## src/rtl/phase_diff.sv

```systemverilog
// Phase difference between consecutive I/Q samples, using an external phase calculator.
// Define PHASE_DIFF_AVG_EN to output the average of the last four wrapped differences.
module phase_diff #(
    parameter int INSIZE  = 13,
    parameter int OUTSIZE = 19,
    parameter int TIMEOUT = 64
) (
    input  logic                      clock,
    input  logic                      reset,
    input  logic                      sample_valid,
    input  logic signed [INSIZE-1:0]  x,
    input  logic signed [INSIZE-1:0]  y,
    output logic                      pc_start,
    output logic signed [INSIZE-1:0]  pc_x,
    output logic signed [INSIZE-1:0]  pc_y,
    input  logic                      pc_busy,
    input  logic signed [OUTSIZE-1:0] pc_angle,
    output logic signed [OUTSIZE-1:0] dphase,
    output logic                      dphase_valid,
    output logic                      overrun,
    output logic                      timeout_err
);

    typedef enum logic [2:0] {
        IDLE,
        START,
        WAIT_BUSY,
        WAIT_DONE,
        CALC,
        OUT
    } state_t;

    localparam int DW = OUTSIZE + 1;
    localparam int CW = $clog2(TIMEOUT + 1);
    // Half and full turn in Q9.10 degrees.
    localparam logic signed [DW-1:0] HALF = DW'(184320);
    localparam logic signed [DW-1:0] FULL = DW'(368640);

    state_t                    state;
    state_t                    state_next;
    logic [CW-1:0]             cnt;
    logic signed [OUTSIZE-1:0] angle_q;
    logic signed [OUTSIZE-1:0] prev_angle;
    logic                      first;
    logic signed [DW-1:0]      diff;
    logic signed [DW-1:0]      wrapped;
    logic signed [OUTSIZE-1:0] wrapped_t;
    logic signed [OUTSIZE-1:0] result;
    logic                      emit;
    logic                      timed_out;

    // NOTE: every variable assigned in always_comb gets a default first, so no latch is inferred.
    always_comb begin
        diff    = DW'(angle_q) - DW'(prev_angle);
        wrapped = diff;
        if (diff >= HALF) begin
            wrapped = diff - FULL;
        end else if (diff < -HALF) begin
            wrapped = diff + FULL;
        end
        wrapped_t = OUTSIZE'(wrapped);
    end

`ifdef PHASE_DIFF_AVG_EN
    localparam int SW = OUTSIZE + 2;

    logic signed [OUTSIZE-1:0] hist [3];
    logic [1:0]                n_prior;
    logic signed [SW-1:0]      sum;

    always_comb begin
        sum    = SW'(wrapped_t) + SW'(hist[0]) + SW'(hist[1]) + SW'(hist[2]);
        result = OUTSIZE'(sum >>> 2);
        emit   = !first && (n_prior == 2'd3);
    end

    // NOTE: the history is small and feeds the output sum, so it is reset like any register.
    always_ff @(posedge clock or negedge reset) begin
        if (!reset) begin
            hist[0] <= '0;
            hist[1] <= '0;
            hist[2] <= '0;
            n_prior <= '0;
        end else if (state == CALC && !first) begin
            hist[0] <= wrapped_t;
            hist[1] <= hist[0];
            hist[2] <= hist[1];
            if (n_prior != 2'd3) begin
                n_prior <= n_prior + 2'd1;
            end
        end
    end
`else
    always_comb begin
        result = wrapped_t;
        emit   = !first;
    end
`endif

    // NOTE: sequential state uses non-blocking assignments so every register samples pre-edge values.
    always_ff @(posedge clock or negedge reset) begin
        if (!reset) begin
            state <= IDLE;
        end else begin
            state <= state_next;
        end
    end

    always_comb begin
        state_next = state;
        timed_out  = 1'b0;
        case (state)
            IDLE:      if (sample_valid) state_next = START;
            START:     state_next = WAIT_BUSY;
            WAIT_BUSY: if (pc_busy) state_next = WAIT_DONE;
            WAIT_DONE: if (!pc_busy) state_next = CALC;
            CALC:      state_next = emit ? OUT : IDLE;
            OUT:       state_next = IDLE;
            default:   state_next = IDLE;
        endcase
        // A result arriving on the last allowed cycle still wins over the timeout.
        if ((state == WAIT_BUSY || state == WAIT_DONE) && state_next != CALC
                && cnt == CW'(TIMEOUT - 1)) begin
            timed_out  = 1'b1;
            state_next = IDLE;
        end
    end

    always_comb begin
        pc_start     = (state == START);
        dphase_valid = (state == OUT);
    end

    always_ff @(posedge clock or negedge reset) begin
        if (!reset) begin
            pc_x        <= '0;
            pc_y        <= '0;
            cnt         <= '0;
            angle_q     <= '0;
            prev_angle  <= '0;
            first       <= 1'b1;
            dphase      <= '0;
            overrun     <= 1'b0;
            timeout_err <= 1'b0;
        end else begin
            if (sample_valid && state != IDLE) begin
                overrun <= 1'b1;
            end
            if (timed_out) begin
                timeout_err <= 1'b1;
            end
            case (state)
                IDLE: begin
                    if (sample_valid) begin
                        pc_x <= x;
                        pc_y <= y;
                    end
                end
                START: cnt <= '0;
                WAIT_BUSY: cnt <= cnt + CW'(1);
                WAIT_DONE: begin
                    cnt <= cnt + CW'(1);
                    if (!pc_busy) begin
                        angle_q <= pc_angle;
                    end
                end
                CALC: begin
                    prev_angle <= angle_q;
                    first      <= 1'b0;
                    if (emit) begin
                        dphase <= result;
                    end
                end
                default: ;
            endcase
        end
    end

endmodule

```

## config.mk

```make
export PLATFORM = sky130hd
export DESIGN_NAME = phase_diff
export DESIGN_NICKNAME = d
export VERILOG_FILES = /design/src/rtl/phase_diff.sv
export SDC_FILE = /design/constraint.sdc
export NUM_CORES = 1
export LEC_CHECK = 0
export CAP_MARGIN = 10
export CORE_MARGIN = 1.5
export CORE_UTILIZATION = 37
export DETAILED_ROUTE_END_ITERATION = 12
export PLACE_DENSITY = 0.61
export SLEW_MARGIN = 15
export SYNTH_ARGS = -nofsm -noshare
export SYNTH_HDL_FRONTEND = slang
export SYNTH_SLANG_ARGS = --single-unit
```

## constraint.sdc

```tcl
create_clock -name clock -period 7.15 [get_ports clock]
set_input_delay 0.715 -clock clock [delete_from_list [all_inputs] [get_ports clock]]
set_output_delay 0.715 -clock clock [all_outputs]
set_load 0.005 [all_outputs]
```

# Yosys cells after proc, flatten, opt, wreduce, memory -nomap -nowiden
# Cells that the tools add are included.
# word_totals
regBits	96
input_bits	49
elab_cells	46
# op_classes
add_sub_neg	4
order_cmp	2
eq_ne	7
muxes	10
bitwise	2
reduce_logical	11
# op_table
cell	n
two-way mux 19 bit	2
>= comparator 20 x 19 -> 1 bit, second input constant	1
< comparator 20 x 19 -> 1 bit, second input constant	1
subtractor 19 x 19 -> 20 bit	1
adder 19 bit, second input constant	1
subtractor 19 bit, second input constant	1
two-way mux 3 bit	5
one-hot mux 3 bit (5 select lines)	1
one-hot mux 7 bit (2 select lines)	1
adder 7 x 1 -> 7 bit, second input constant	1
equality test 7 x 6 -> 1 bit, second input constant	1
equality test 3 x 2 -> 1 bit, second input constant	2
equality test 3 bit, second input constant	2
AND reduction 2 bit	3
equality test 3 x 1 -> 1 bit, second input constant	1
logical AND 1 bit	3
zero test 3 bit	1
inequality test 3 bit, second input constant	1
nonzero test 3 bit	1
inverter 1 bit	2
nonzero test 2 bit	1
OR reduction 2 bit	1
logical OR 1 bit	1
two-way mux 1 bit	1

# Logic depth before layout (Yosys ltp)
# depth
depth_word	6
mapped_depth	15
depth_no_buf	13

# Worst setup path after synthesis
# Ideal clock, no wire load.
# synth_timing
path_kind	register -> register
start	reg angle_q[8]
end	reg dphase[17]
setup_ps	137
arrival_ps	2778
required_time_ps	7013
setup_slack_ps	4235
stages_incl_launch_ff	15
path_buffers	2
period_less_slack_ps	2915
cell_sequence	dfrtp_1 > ha_1 > buf_2 > a21oi_1 > o21ai_1 > a21oi_2 > o32a_1 > and2_0 > clkbuf_1 > inv_1 > ha_1 > or3_1 > o211ai_1 > a2111o_1 > nand3_1
# synth_between
elab_chain_cells	4
elab_cells_between_ends	7
classes_between	add/sub: 3; order compare: 2; mux: 2
# synth_rtl
item	line	text
from (decl)	42	logic signed [OUTSIZE-1:0] angle_q;
from (signal assigned)	164	angle_q <= pc_angle;
subtractor 19 x 19 -> 20 bit (*)	54	diff = DW'(angle_q) - DW'(prev_angle);
adder 19 bit / < comparator 20 x 19 -> 1 bit (equally long branches)	59, 58	
two-way mux 19 bit	58	end else if (diff < -HALF) begin
two-way mux 19 bit (*)	56	if (diff >= HALF) begin
to (signal assigned)	171	dphase <= result;
to (decl)	18	output logic signed [OUTSIZE-1:0] dphase,
# Mark *: on every way between the ends. The rest lies on a longest branch, timed or not.
# A chain may end at the register's enable or synchronous reset.

# Final worst setup path
# layout_timing
start	reg angle_q[0]
end	reg dphase[14]
# The elaborated chain is that of the path after synthesis.

==> flow_metrics.tcl <==
set metrics [dict create \
    yosysTopAreaCell "dfrtp_1" \
    p_leak_uw 0.002811 \
    vdd_drop_max_v 0.0002474 \
    finalSetupTns_ns 0 \
    overflow 0 \
    ys_warn_count 0 \
    finalWorstSetupSlack_ns 3.877 \
    numClockSinks 96 \
    syn_to_final_growth_pct 25.70 \
    max_clock_freq_ghz 0.3055 \
    rsz0062_at_grt "no" \
    tightest_slew_ns 1.121 \
    synthDominantCellAreaShare_pct 44.96 \
    synth-edff-count 0 \
    initial_core_util_pct 37.95 \
    status "finished, final reports clean" \
    dp.cells 789 \
    cts_resized 0 \
    post-place-ws_ns 3.908 \
    setup_viol 0 \
    cp.required_ns 7.39 \
    cts_root_buf "clkbuf_16" \
    port_buffers 97 \
    grt_max_degree 54 \
    ys_seq_area_share_pct 45.46 \
    die_area_um2 15020 \
    hold_violations 0 \
    crit_path_end_kind "flop" \
    core_um2 13930 \
    numCtsBuffers 9 \
    syn-mean-instance-area_um2 9.883 \
    tritoncts "yes" \
    startpoint_type "flop" \
    layout-drive-gt1-share_pct 12.98 \
    fin_cells 804 \
    period_share_pct 45.78 \
    power_density_nw_per_um2 572.0 \
    drtIter0Drc 180 \
    cts_hold_buf 0 \
    skew_ns 0.007742 \
    hpwlAfterDp_mm 9.038 \
    synth_area_leaders "dfrtp_1 (45%), mux2_2 (9.6%), ha_1 (5.4%), nand2_1 (4.9%), o21ai_0 (4.7%)" \
    critPathArrivalTime_ns 3.51 \
    track_usage_pct 16.98 \
    critPathMaxFanout 10 \
    die_w_um 122.5 \
    wl_per_cell_um 14.99 \
    clock_path_buffers 2 \
    synth_ff_type "dfrtp_1" \
    drc 0 \
    grt_pass1_wl_mm 20.17 \
    firstDrtPassIters 5 \
    die_y_um 122.5 \
    period_minus_slack_ns 3.273 \
    syn_area_um2 5288 \
    htreeDepth 3 \
    n_fill_cell 1309 \
    fp-row-count 43 \
    place_congestion 0.8850 \
    synth_cell_type_count 66 \
    ys_ff_latch 96 \
    num_antenna_cells 0 \
    vias 4198 \
    antenna_found_initial 0 \
    final_nets 693 \
    drtAntennaViolNets 0 \
    syn_inst 535 \
    cap_violations 0 \
    pin_count 98 \
    postCtsSetupBuffers 0 \
    vias_per_cell 5.221 \
    synth_commonest_cells "dfrtp_1 (95), nand2_1 (69), o21ai_0 (50)" \
    grt_pass1_vias 4163 \
    insertion_delay_ns 0.35 \
    drt-total-wl_mm 12.06 \
    clk_pin_slew_ns 0.07 \
    synth_async_sr_flop_share_pct 100.0 \
    hp-class "input pin to asynchronous set/reset pin" \
    yosysMostFrequentCell "dfrtp_1" \
    path_class "flop to flop" \
    multiInputGateArea_um2 2659 \
    drv_slew 0 \
    seq_area_um2 2404 \
    syn-num-nets 608 \
    max_slew_margin_pct 25.25 \
]
[final timing paths]
check	startpoint	to	slack, ns	depth (start not counted)
max	angle_q[0]$_DFFE_PN0P_	dphase[14]$_DFFE_PN0P_	3.88	11
min	reset	pc_x[6]$_DFFE_PN0P_	0.35	1
min reg2reg	dphase[2]$_DFFE_PN0P_	dphase[2]$_DFFE_PN0P_	0.48	2
max in group asynchronous	reset	angle_q[17]$_DFFE_PN0P_	5.69	2
max reg2reg	angle_q[0]$_DFFE_PN0P_	dphase[14]$_DFFE_PN0P_	3.88	11
min in group clock	dphase[2]$_DFFE_PN0P_	dphase[2]$_DFFE_PN0P_	0.48	2
[report_power, final]
part / leakage [µW] / total, µW / switching (µW) / internal (µW)
Combinational: 0.00151 / 2430 / 1370 / 1060
Sequential: 0.00117 / 933 / 147 / 786
Clock: 0.000125 / 438 / 204 / 234
Total: 0.00281 / 3800 / 1720 / 2080
[sequential cells by signal, indices dropped and copies added (netlist names)]
register     cells
dphase          19
cnt              7
first            1
prev_angle      19
state            3
pc_x            13
overrun          1
angle_q         19
timeout_err      1
pc_y            13
[cells by family (layout without fill, tap and decap cells)]
logic type	Yosys count	after routing	share of synthesized area (%)
and+or+nand+nor	166	166	15.40
AOI/OAI and AO/OA	136	136	17.04
DFF	96	96	45.46
buffers and inverters	54	143	4.259
muxes	50	50	10.53
adders and majority gates	24	24	5.821
xor gates and xnor gates	9	9	1.491
[cells in the final DEF (no fill, tap or decap), types with 3 or more instances in the layout]
master,Yosys,final
clkdlybuf4s50_1,0,96
dfrtp_1,95,95
nand2_1,69,69
o21ai_0,50,50
mux2_2,45,45
inv_1,28,28
nor2_1,26,26
ha_1,23,23
a21oi_1,22,22
nand3_1,11,11
nand2b_1,11,11
nor3_1,10,10
clkbuf_16,0,9
a21o_1,8,8
o21a_1,7,7
and3_1,6,6
or3_1,6,6
o211ai_1,6,6
xor2_1,6,6
mux2i_1,5,5
nor4_1,4,4
nand4_1,4,4
buf_4,3,4
a21oi_2,3,3
o21ai_1,3,3
and2_1,3,3
a211oi_1,3,3
a221o_1,3,3
nor2b_1,3,3
xnor2_1,3,3
[routing by layer]
metal | global-route usage (%) | vias up | part of all wire [%]
li1 | - | 2069 | -
met4 | 5.669 | 0 | 1.5
met2 | 28.84 | 110 | 47
met1 | 21.58 | 2004 | 47
met3 | 3.439 | 15 | 5.3
met5 | 0 | - | 0
[final cells by class]
class	instances	area share [%]
inverter	28	1.581
clock inverter	5	0.5083
multi-input combinational	385	40.00
timing repair buffer	100	14.91
tap	180	3.389
clock buffer	10	3.445
sequential	96	36.16
[per-stage QoR]
stage / cell area, µm² / utilization [%] / hold slack [ns] / total power, µW
global placement: 6384 / 45.81 / 0.4534 / 3331
finish: 6646 / 47.70 / 0.3466 / 3802
detailed placement: 6384 / 45.81 / 0.4735 / 3366
global route: 6646 / 47.70 / 0.3934 / 4165
floorplan: 5288 / - / 0.4194 / 2668
CTS: 6646 / 47.70 / 0.3722 / 3828
[critical path, stage by stage, from the launching register on]
cell and delay (ns):
dfrtp_1 0.34, inv_1 0.05, ha_1 0.21, fa_1 0.39
nand2b_1 0.18, a21oi_1 0.29, o21ai_0 0.19, a221o_1 0.49
o2bb2ai_1 0.36, o21ai_1 0.15, a221o_1 0.39, o211a_1 0.11
(Power assumes the default switching activity.)
